<file path="src/rtl/ball_uart_tx.sv">
// ============================================================================
// Module   : ball_uart_tx
// Purpose  : Buffered 8N1 serial transmitter (valid/ready byte FIFO + shifter)
// Revision : 1.0 - initial release
// ============================================================================
`default_nettype none

module ball_uart_tx #(
  parameter int CLK_DIV    = 16,
  parameter int FIFO_DEPTH = 4
) (
  input  logic                          clk,
  input  logic                          rst_n,
  input  logic                          ena,
  input  logic [7:0]                    in_data,
  input  logic                          in_valid,
  output logic                          in_ready,
  output logic                          tx,
  output logic                          busy,
  output logic [$clog2(FIFO_DEPTH):0]   fifo_level
);

  localparam int c_ptr_w = $clog2(FIFO_DEPTH);
  localparam int c_lvl_w = c_ptr_w + 1;
  localparam int c_div_w = $clog2(CLK_DIV);

  localparam logic [c_lvl_w-1:0] c_depth    = c_lvl_w'(FIFO_DEPTH);
  localparam logic [c_lvl_w-1:0] c_lvl_one  = c_lvl_w'(1);
  localparam logic [c_ptr_w-1:0] c_ptr_one  = c_ptr_w'(1);
  localparam logic [c_div_w-1:0] c_div_last = c_div_w'(CLK_DIV - 1);
  localparam logic [c_div_w-1:0] c_div_one  = c_div_w'(1);

  typedef enum logic [1:0] {
    ST_IDLE  = 2'd0,
    ST_START = 2'd1,
    ST_DATA  = 2'd2,
    ST_STOP  = 2'd3
  } state_t;

  state_t               state_q,   state_d;
  logic [c_div_w-1:0]   div_q,     div_d;
  logic [2:0]           bit_idx_q, bit_idx_d;
  logic [7:0]           shift_q,   shift_d;
  logic                 tx_q,      tx_d;
  logic                 busy_q,    busy_d;
  logic [c_ptr_w-1:0]   wr_ptr_q,  wr_ptr_d;
  logic [c_ptr_w-1:0]   rd_ptr_q,  rd_ptr_d;
  logic [c_lvl_w-1:0]   level_q,   level_d;
  logic [7:0]           mem_q [FIFO_DEPTH];
  logic [7:0]           mem_d [FIFO_DEPTH];

  logic                 w_push;
  logic                 w_pop;
  logic                 w_start_ok;
  logic                 w_div_end;

  // Ready depends on the registered level only, so a full FIFO refuses a
  // push even on the cycle a frame boundary pops the head.
  assign in_ready   = (level_q < c_depth);
  assign w_push     = in_valid && in_ready;
  assign w_start_ok = (level_q != '0) && ena;
  assign w_div_end  = (div_q == c_div_last);

  assign tx         = tx_q;
  assign busy       = busy_q;
  assign fifo_level = level_q;

  always_comb begin
    state_d   = state_q;
    div_d     = div_q + c_div_one;
    bit_idx_d = bit_idx_q;
    shift_d   = shift_q;
    tx_d      = tx_q;
    busy_d    = busy_q;
    w_pop     = 1'b0;

    case (state_q)
      ST_IDLE: begin
        div_d = '0;
        if (w_start_ok) begin
          w_pop   = 1'b1;
          shift_d = mem_q[rd_ptr_q];
          state_d = ST_START;
          tx_d    = 1'b0;
          busy_d  = 1'b1;
        end
      end

      ST_START: begin
        if (w_div_end) begin
          div_d     = '0;
          state_d   = ST_DATA;
          bit_idx_d = 3'd0;
          tx_d      = shift_q[0];
        end
      end

      ST_DATA: begin
        if (w_div_end) begin
          div_d = '0;
          if (bit_idx_q == 3'd7) begin
            state_d = ST_STOP;
            tx_d    = 1'b1;
          end else begin
            bit_idx_d = bit_idx_q + 3'd1;
            shift_d   = {1'b0, shift_q[7:1]};
            tx_d      = shift_q[1];
          end
        end
      end

      ST_STOP: begin
        if (w_div_end) begin
          div_d = '0;
          // Chain straight into the next start bit to avoid an idle gap.
          if (w_start_ok) begin
            w_pop   = 1'b1;
            shift_d = mem_q[rd_ptr_q];
            state_d = ST_START;
            tx_d    = 1'b0;
          end else begin
            state_d = ST_IDLE;
            tx_d    = 1'b1;
            busy_d  = 1'b0;
          end
        end
      end

      default: begin
        state_d = ST_IDLE;
        div_d   = '0;
        tx_d    = 1'b1;
        busy_d  = 1'b0;
      end
    endcase

    mem_d    = mem_q;
    wr_ptr_d = wr_ptr_q;
    rd_ptr_d = rd_ptr_q;
    level_d  = level_q;

    if (w_push) begin
      mem_d[wr_ptr_q] = in_data;
      wr_ptr_d        = wr_ptr_q + c_ptr_one;
    end
    if (w_pop) begin
      rd_ptr_d = rd_ptr_q + c_ptr_one;
    end

    case ({w_push, w_pop})
      2'b10:   level_d = level_q + c_lvl_one;
      2'b01:   level_d = level_q - c_lvl_one;
      default: level_d = level_q;
    endcase
  end

  always_ff @(posedge clk or negedge rst_n) begin
    if (!rst_n) begin
      state_q   <= ST_IDLE;
      div_q     <= '0;
      bit_idx_q <= 3'd0;
      shift_q   <= 8'd0;
      tx_q      <= 1'b1;
      busy_q    <= 1'b0;
      wr_ptr_q  <= '0;
      rd_ptr_q  <= '0;
      level_q   <= '0;
      for (int i = 0; i < FIFO_DEPTH; i++) begin
        mem_q[i] <= 8'd0;
      end
    end else begin
      state_q   <= state_d;
      div_q     <= div_d;
      bit_idx_q <= bit_idx_d;
      shift_q   <= shift_d;
      tx_q      <= tx_d;
      busy_q    <= busy_d;
      wr_ptr_q  <= wr_ptr_d;
      rd_ptr_q  <= rd_ptr_d;
      level_q   <= level_d;
      for (int i = 0; i < FIFO_DEPTH; i++) begin
        mem_q[i] <= mem_d[i];
      end
    end
  end

endmodule

`default_nettype wire

</file>
<file path="config.mk">
export PLATFORM = sky130hd
export DESIGN_NAME = ball_uart_tx
export DESIGN_NICKNAME = d
export VERILOG_FILES = /design/src/rtl/ball_uart_tx.sv
export SDC_FILE = /design/constraint.sdc
export NUM_CORES = 1
export LEC_CHECK = 0
export ABC_CLOCK_PERIOD_IN_PS = 4000
export CAP_MARGIN = 20
export CORE_ASPECT_RATIO = 1.5
export CORE_UTILIZATION = 50
export CTS_CLUSTER_SIZE = 8
export DETAILED_ROUTE_END_ITERATION = 7
export PLACE_DENSITY = 0.66
export SLEW_MARGIN = 25
export SYNTH_ARGS = -nofsm -noshare
export SYNTH_HDL_FRONTEND = slang
export SYNTH_SLANG_ARGS = --single-unit
</file>
<file path="constraint.sdc">
create_clock -name clk -period 4 [get_ports clk]
set_input_delay 0.4 -clock clk [delete_from_list [all_inputs] [get_ports clk]]
set_output_delay 0.4 -clock clk [all_outputs]
set_load 0.1 [all_outputs]
</file>
; After elaboration in Yosys (flattened, before gate mapping)
; Cells that the tools add are included.
[op_classes]
order_cmp = 4
reduce_logical = 15
muxes = 39
bitwise_logic = 2
n_eq_ne = 14
addsub = 6
[ops]
columns = operator, n
row1 = $mux W8, 7
row2 = $bwmux W32, 1
row3 = $pmux W8 S3, 1
row4 = $bmux W8 S2, 1
row5 = $demux W8 S2, 1
row6 = $reduce_and A4 Y1, 4
row7 = $ne A2 B2 Y1 const B, 7
row8 = $mux W1, 12
row9 = $pmux W3 S2, 2
row10 = $mux W2, 5
row11 = $mux W3, 3
row12 = $pmux W2 S4, 1
row13 = $pmux W4 S2, 1
row14 = $add A3 B1 Y3 const B, 2
row15 = $eq A2 B2 Y1 const B, 3
row16 = $ge A3 B3 Y1 const B, 2
row17 = $not A2 Y3, 2
row18 = $reduce_bool A2 Y1, 3
row19 = $reduce_bool A3 Y1, 2
row20 = $reduce_and A5 Y1, 1
row21 = $add A2 B1 Y2 const B, 2
row22 = $add A4 B1 Y4 const B, 1
row23 = $eq A2 B1 Y1 const B, 2
row24 = $eq A4 B4 Y1 const B, 1
row25 = 10 further kinds, 13
[totals]
register_bits = 58
word_cells = 93

; Longest topological paths before layout
; Gate-level depths: netlist of the first run.
[logic_depth]
ltp_word = 7
depth_mapped = 10
mapped_depth_nobuf = 10

; Worst setup path before layout of the first run
; Ideal clock, no wire load.
[synth_path]
path_type = reg-to-reg
from = reg level_q[0], in the netlist fifo_level[0]
to = reg level_q[2], in the netlist fifo_level[2]
path_slack_ps = 1412
t_arrival_ps = 2432
synth_period_minus_slack_ps = 2588
path_stages_with_launch = 9
setup_time_ps = 156
n_path_buf = 0
cell_sequence = dfrtp_1 o31ai_4 nor3_1 ha_1 inv_1 fa_1 xor2_1 nor2_1 xnor2_1
[synth_between]
elab_chain_cells = 7
elab_cells_between_ends = 13
[synth_rtl]
columns = element, line_no
row1 = "start, declared", 48  ; logic [c_lvl_w-1:0] level_q, level_d;
row2 = "start signal, assigned", 180  ; level_q <= level_d;
row3 = $reduce_bool A3 Y1 (*), 61  ; assign w_start_ok = (level_q != '0) && ena;
row4 = $logic_and A1 B1 Y1 (*), 61
row5 = $mux W1 (*), "80, 116"
row6 = $mux W1, 113  ; if (w_div_end) begin
row7 = $pmux W1 S2 (*), 77  ; case (state_q)
row8 = net w_pop, 53  ; logic w_pop;
row9 = $eq A2 B1 Y1 or $eq A2 B2 Y1 (tied branches), 150  ; case ({w_push, w_pop})
row10 = $pmux W3 S2 or $reduce_bool A2 Y1 (tied branches), n/a
; Mark *: on every way through the listed nets, which the timed path passes. The rest lies on a longest branch.
; A chain may end at the register's enable or synchronous reset.

; Worst setup path in the final report of the first run
[layout_path]
from = reg state_q[1]
to = reg level_q[2], in the netlist fifo_level[2]
[layout_between]
elab_chain_cells = 4
elab_cells_between_ends = 7
[layout_rtl]
columns = element, line_no
row1 = "start, declared", 40  ; state_t state_q, state_d;
row2 = "start signal, assigned", 172  ; state_q <= state_d;
row3 = $eq A2 B2 Y1 or $logic_not A2 Y1 (tied branches), 77
row4 = $pmux W1 S2 (*), 77
row5 = net w_pop, 53
row6 = $eq A2 B1 Y1 or $eq A2 B2 Y1 (tied branches), 150
row7 = $pmux W3 S2 or $reduce_bool A2 Y1 (tied branches), n/a
; Marks and branches as above.

==> results of run 1 <==
[worst max-delay path: cells and delay by family (launching register included)]
family | cells | cell delay (ns)
fa+ha+maj | 3 | 0.96
compound gates | 1 | 0.15
flops | 1 | 0.41
simple gates | 2 | 0.53
buf+inv | 1 | 0.06
xor+xnor | 2 | 0.29
[synthesized netlist by cell type (2+ instances only)]
master    count  area share (%)
a21o_1        2            0.53
o21ai_0       5            0.88
ha_1         13             5.7
nand2_1      12             1.6
xor2_1        2            0.61
nor2_1        4            0.53
dfrtp_1      57              50
a22o_1        4             1.2
inv_1         9             1.2
clkbuf_1      2            0.26
buf_6         3             1.2
a21oi_1       3            0.53
xnor2_1       5             1.5
nor3_1        4            0.70
a31oi_1       2            0.44
mux4_2        7             5.5
mux2_2       49              19
nor2b_1       3            0.66
[cells by family after synthesis]
logic type | after synthesis | share of synthesized area (%)
buffers and inverters | 16 | 2.98
AO/OA/AOI/OAI | 26 | 7.14
XOR/XNOR | 7 | 2.15
flip-flops | 58 | 50.9
adder cells (fa/ha/maj) | 14 | 6.40
multiplexers | 58 | 26.1
AND/OR/NAND/NOR | 27 | 4.34
[layer usage]
metal  vias up  global-route usage [%]  routed length (µm)
met2        28                    36.4                2950
met3        10                    5.80                 137
li1        799                       -                   -
met4         0                    8.33                  84
met1       892                    22.5                2210
met5         -                       0                   0
[stage by stage]
step,total power [mW],util [%]
after floorplan,1.36,-
after global placement,1.48,55.8
final,2.03,59.2
after CTS,2.06,59.2
after detailed placement,1.54,55.8
after global routing,2.14,59.2
[worst paths after layout]
check / start / to / slack [ns] / cells after the start
max: state_q[1] / fifo_level[2] / 1.52 / 9
min: rst_n / fifo_level[1] / 0.19 / 2
max reg2reg: state_q[1] / fifo_level[2] / 1.52 / 9
min reg2reg: div_q[0] / div_q[0] / 0.49 / 1
max in group asynchronous: rst_n / bit_idx_q[0] / 3.31 / 2
min in group clk: div_q[0] / div_q[0] / 0.49 / 1
[registers in the layout, summed over array words and instances, names as in the netlist, 2 cells and up]
signal	cells
wr_ptr_q	2
bit_idx_q	3
rd_ptr_q	2
state_q	2
fifo_level	3
div_q	4
shift_q	8
mem_q	32
[area by class of cell]
class,count,area [µm²],share of cell area [%]
Multi-Input combinational cell,132,1320,40.5
Sequential cell,58,1450,44.7
Tap cell,70,87.6,2.70
Clock inverter,6,57.6,1.77
Clock buffer,10,128,3.93
Inverter,9,33.8,1.04
Timing Repair Buffer,18,173,5.31
[power breakdown]
group	internal, mW	total [mW]	switching (mW)
registers	0.778	0.899	0.121
clock network	0.283	0.507	0.224
logic	0.292	0.628	0.336
==> results.md, run 1 <==
- Clock root cell: clkbuf_8
- Detailed Place HPWL: approximately 3.8 mm
- TritonCTS sink count: between 50 and 60
- Gr usage total: 20.4%
- Max Cap Viol: 0
- CP arrival: approximately 2.7 ns
- Highest clock rate: between 0.4 and 0.5 GHz
- Row Count: 33
- Post-synth ARST share: 100%
- Final worst slack: ~1.5 ns
- Area after DPL: ~3000 µm²
- ANT cells: 0
- Initial Util: approximately half
- Fin crit share: approximately 62%
- CTS Buffer Depth: 2
- Grt ovf: 0
- Post-Route WL: 5.38 mm
- Largest net degree at the start of global routing: 59
- Antenna violations before repair: 0
- Filler cells: between 400 and 500
- Critical-path cell list: ha_1 > a41oi_1 > nor3_1 > ha_1 > inv_1 > fa_1 > xor2_1 > nor2_1 > xnor2_1
- HP Class: primary input to async pin
- Status: finished clean
- Setup_tns: 0 ns
- Die ar.: 6020 µm²
- Area Overhead vs Synth: 13.8%
- GPL Wtd Cong: between 0.7 and 0.8
- Post-route ant nets: 0
- Core footprint: between 5000 and 6000 µm²
- Pre-CTS setup slack: ~1.4 ns
- Number of global-route vias before repair: ~1900
- Crit path time final: ~2.5 ns
- RSZ-0062 raised after global routing: false
- Critical path class: flip-flop to flip-flop
- Register area share after synthesis: between 50% and 60%
- Non-filler cells, final: approximately 300
- First-pass detailed-route iteration total: 4
- H-tree Lvls: 3
- Most common cell after layout, fill and taps aside: dfrtp_1
- Leakage power: about 1.5 nW
- TritonCTS Buffers: 9
- # setup viols final: 0
- Setup bufs post-CTS: 0
- Layout net count: 254
- Worst-path fanout max: 7
- Die X: 63.7 µm
- Synth Warn #: 0
- CP max stage cell: dfrtp_1
- Mapped Area: about 2900 µm²
- CP required: 4.26 ns
- Die Y-Extent: 94.6 µm
- Post-Syn Area per Cell: between 10 and 15 µm²
- Clk Latency, worst-skew pair: between 0.3 and 0.4 ns
- Vias per cell: around 5.7
- First-pass GRT wire length: 8.98 mm
- Share of cells above drive strength 1: 32.6%
- Crit path top cell by count: ha_1
- Max-slew violation count: 0
- EDFF count, synth: 0
- Most frequent cells in the layout: dfrtp_1, mux2_2, clkdlybuf4s50_1
- Hold_buf cts: 0
- CP startpoint kind: flip-flop
- Main synth FF type: dfrtp_1
- Peak per-stage delay on the critical path: 0.41 ns
- Hold Fails Final Rpt: 0
- Maximum VDD drop: 380 µV
- Vias post-DR: 1729
- Drt initial violations: between 90 and 100
- I/O pins: 18
- Worst Tran Pin Value: just under 1 ns
- DP Cell Count: 287
- Post-route DRC: 0
- Slew headroom: a little over a third
- Crit end category: flip-flop
- Synth cell types: 38
- Design Area, Final: around 3200 µm²
- Post-Syn Instances: about 210
- Port bufs: 17
- Post-CTS resize count: 0
- TritonCTS clock tree: yes
- Worst hold margin: between 0.15 and 0.2 ns
- Power Density: ~630 nW/µm²
- Final Skew: 0.00844 ns
- Clock Pin Slew Worst Setup and Hold Paths: about 0.070 ns
- Yosys reg bits: 58
- Post-Syn Nets: ~230
- Wire per inst: between 15 and 20 µm
Power figures use the tool's default switching activity.
==> run 2, diff against run 1 <==
- ABC_CLOCK_PERIOD_IN_PS: 4000 -> 2100
- PLACE_DENSITY: 0.66 -> 0.69
- clock period: 4 -> 2.1 ns (I/O delays scaled with it)
==> results.md, run 2 (same netlist as run 1, synthesis figures left out) <==
- Design Area, Final: 3490 µm² (+7.4%)
- Worst r2r src: state_q[1]
- Gr usage total: 19.5% (-0.89 points)
- Post-Route WL: 4.99 mm (-7.2%)
- Status: finished clean
- Setup slack, reg-to-reg: 0.04 ns (-1.48 ns)
- Layout net count: 272 (+7.1%)
- GPL Wtd Cong: 0.753 (-5.0%)
- Setup_tns: 0 ns (unchanged)
- Max-slew violation count: 0 (unchanged)
- Maximum VDD drop: 705 µV (+85%)
- CP max stage cell: dfrtp_1
- I/O pins: 18 (unchanged)
- Clock root cell: clkbuf_8
- Max Cap Viol: 0 (unchanged)
- CP arrival: 2.32 ns (-0.41 ns)
- Biggest registers after layout: mem_q x32, shift_q x8, div_q x4
- Die X: 63.7 µm (unchanged)
- Reg with most FFs: mem_q
- GR Util met2: 33.2% (-3.3 points)
- Crit end category: flip-flop
- Flip-flop count of the largest register after layout: 32 (unchanged)
- Area after DPL: 3180 µm² (+3.9%)
- Clock Pin Slew Worst Setup and Hold Paths: 0.07 ns (about the same)
- M3 GR Usage: 3.99% (-1.8 points)
- GR peak layer: met2
- Port bufs: 17 (unchanged)
- Worst-path fanout max: 4 (-3)
- First-pass detailed-route iteration total: 3 (-1)
- Worst Tran Pin Value: 0.453 ns (-0.518 ns)
- Leakage power: 1.59 nW (+9.5%)
- Drt initial violations: 75 (-22%)
- Initial Util: 52.0% (unchanged)
- Grt ovf: 0 (unchanged)
- Detailed Place HPWL: 3.41 mm (-9.5%)
- Antenna violations before repair: 0 (unchanged)
- Fin crit share: 98.1% (+36 points)
- # setup viols final: 0 (unchanged)
- Core footprint: 5490 µm² (unchanged)
- Die ar.: 6020 µm² (unchanged)
- Pre-CTS setup slack: 0.00357 ns (-1.40 ns)
- Wire per inst: 15.5 µm (-12%)
- Crit path time final: 2.06 ns (-0.417 ns)
- Critical-path cell list: ha_2 > a41oi_2 > nor3_4 > ha_2 > inv_2 > fa_2 > xor2_1 > nor2_1 > xnor2_1
- Final worst slack: 0.0397 ns (-1.48 ns)
- Slew headroom: 69.7% (+35 points)
- DP Cell Count: 300 (+4.5%)
- CTS Buffer Depth: 2 (unchanged)
- Most frequent cells in the layout: dfrtp_1, mux2_2, buf_4
- HP Class: primary input to async pin
- Clk Latency, worst-skew pair: 0.33 ns (about the same)
- Area Overhead vs Synth: 22.3%
- Worst hold margin: 0.396 ns (+0.202 ns)
- Final Skew: 0.00480 ns (-0.00364 ns)
- Row Count: 33 (unchanged)
- Crit path buf inv count: 1 (unchanged)
- Hold Fails Final Rpt: 0 (unchanged)
- Highest clock rate: 0.485 GHz (+20%)
- CP delay by family, top: adder cells
- First-pass GRT wire length: 8.51 mm (-5.1%)
- Critical path class: flip-flop to flip-flop
- Die Y-Extent: 94.6 µm (unchanged)
- CP required: 2.36 ns (-1.90 ns)
- Crit path top cell by count: ha_2
- Vias per cell: 5.49 (-3.9%)
- Post-route ant nets: 0 (unchanged)
- ANT cells: 0 (unchanged)
- Vias post-DR: 1761 (+1.9%)
- Met1 Usage GRT: 22.4% (-0.080 points)
- H-tree Lvls: 3 (unchanged)
- TritonCTS Buffers: 9 (unchanged)
- Post-route DRC: 0 (unchanged)
- Non-filler cells, final: 321 (+5.9%)
- Crit. Startpoint: state_q[1]
- Most common cell after layout, fill and taps aside: dfrtp_1
- Final Total Pwr: 4.17 mW (+110%)
- Peak per-stage delay on the critical path: 0.40 ns (about the same)
- Power Density: 1190 nW/µm² (+91%)
- Largest net degree at the start of global routing: 59 (unchanged)
- TritonCTS clock tree: yes
- CP startpoint kind: flip-flop
- TritonCTS sink count: 58 (unchanged)
- Share of cells above drive strength 1: 45.0% (+12 points)
- RSZ-0062 raised after global routing: true
- Number of global-route vias before repair: 1809 (-2.7%)
- Layout Utilization: 63.6% (+4.4 points)
run 2: cell types whose count changed in the layout (fill, tap and decap cells not counted), sizes merged:
cell | before | now
clkinv | 4 | 2
clkinvlp | 1 | 0
clkdlybuf4s50 | 16 | 10
clkbuf | 10 | 11
bufinv | 1 | 3
dlygate4sd3 | 0 | 1
buf | 2 | 25
run 2: cell type report:
cell class,count,area [µm²]
Inverter,9,33.8
Tap cell,70,87.6
Fill cell,415,2000
Clock buffer,11,151
Clock inverter,5,100
Sequential cell,58,1460
Multi-Input combinational cell,132,1350
Timing Repair Buffer,36,308
run 2: what timing repair did:
action                                 in CTS  in global routing
hold buffers                                1                  0
setup endpoints to repair                   1                  1
gates resized for setup                     1                  3
buffers inserted                            1                  3
endpoints found under the hold margin      57                  0
pin swaps                                   1                  6
run 2: per-layer routing:
metal	part of all wire (%)	vias up	routed length [µm]
li1	-	835	-
met4	2.7	0	136
met2	51	18	2540
met1	44	899	2210
met3	2.1	9	103
met5	0	-	0
run 2: worst reg2reg max path, cell delays in order, from the launching register on:
cell     delay [ns]
dfrtp_1        0.40
ha_2           0.21
a41oi_2        0.16
nor3_4         0.23
ha_2           0.22
inv_2          0.04
fa_2           0.32
xor2_1         0.15
nor2_1         0.13
xnor2_1        0.13
run 2: report_power, final:
part / leakage (nW) / switching, mW / internal (mW) / total [mW]
logic: 0.749 / 0.625 / 0.561 / 1.19
registers: 0.716 / 0.211 / 1.50 / 1.71
clock network: 0.129 / 0.428 / 0.849 / 1.28
run 2: path summary, 6_finish.rpt:
path / cells past startpoint / end
setup / recovery: 9 / fifo_level[2]
hold / removal: 3 / fifo_level[1]
hold reg to reg: 1 / mem_q[8]
min in group clk: 1 / mem_q[8]
setup reg to reg: 9 / fifo_level[2]
max in group asynchronous: 3 / tx
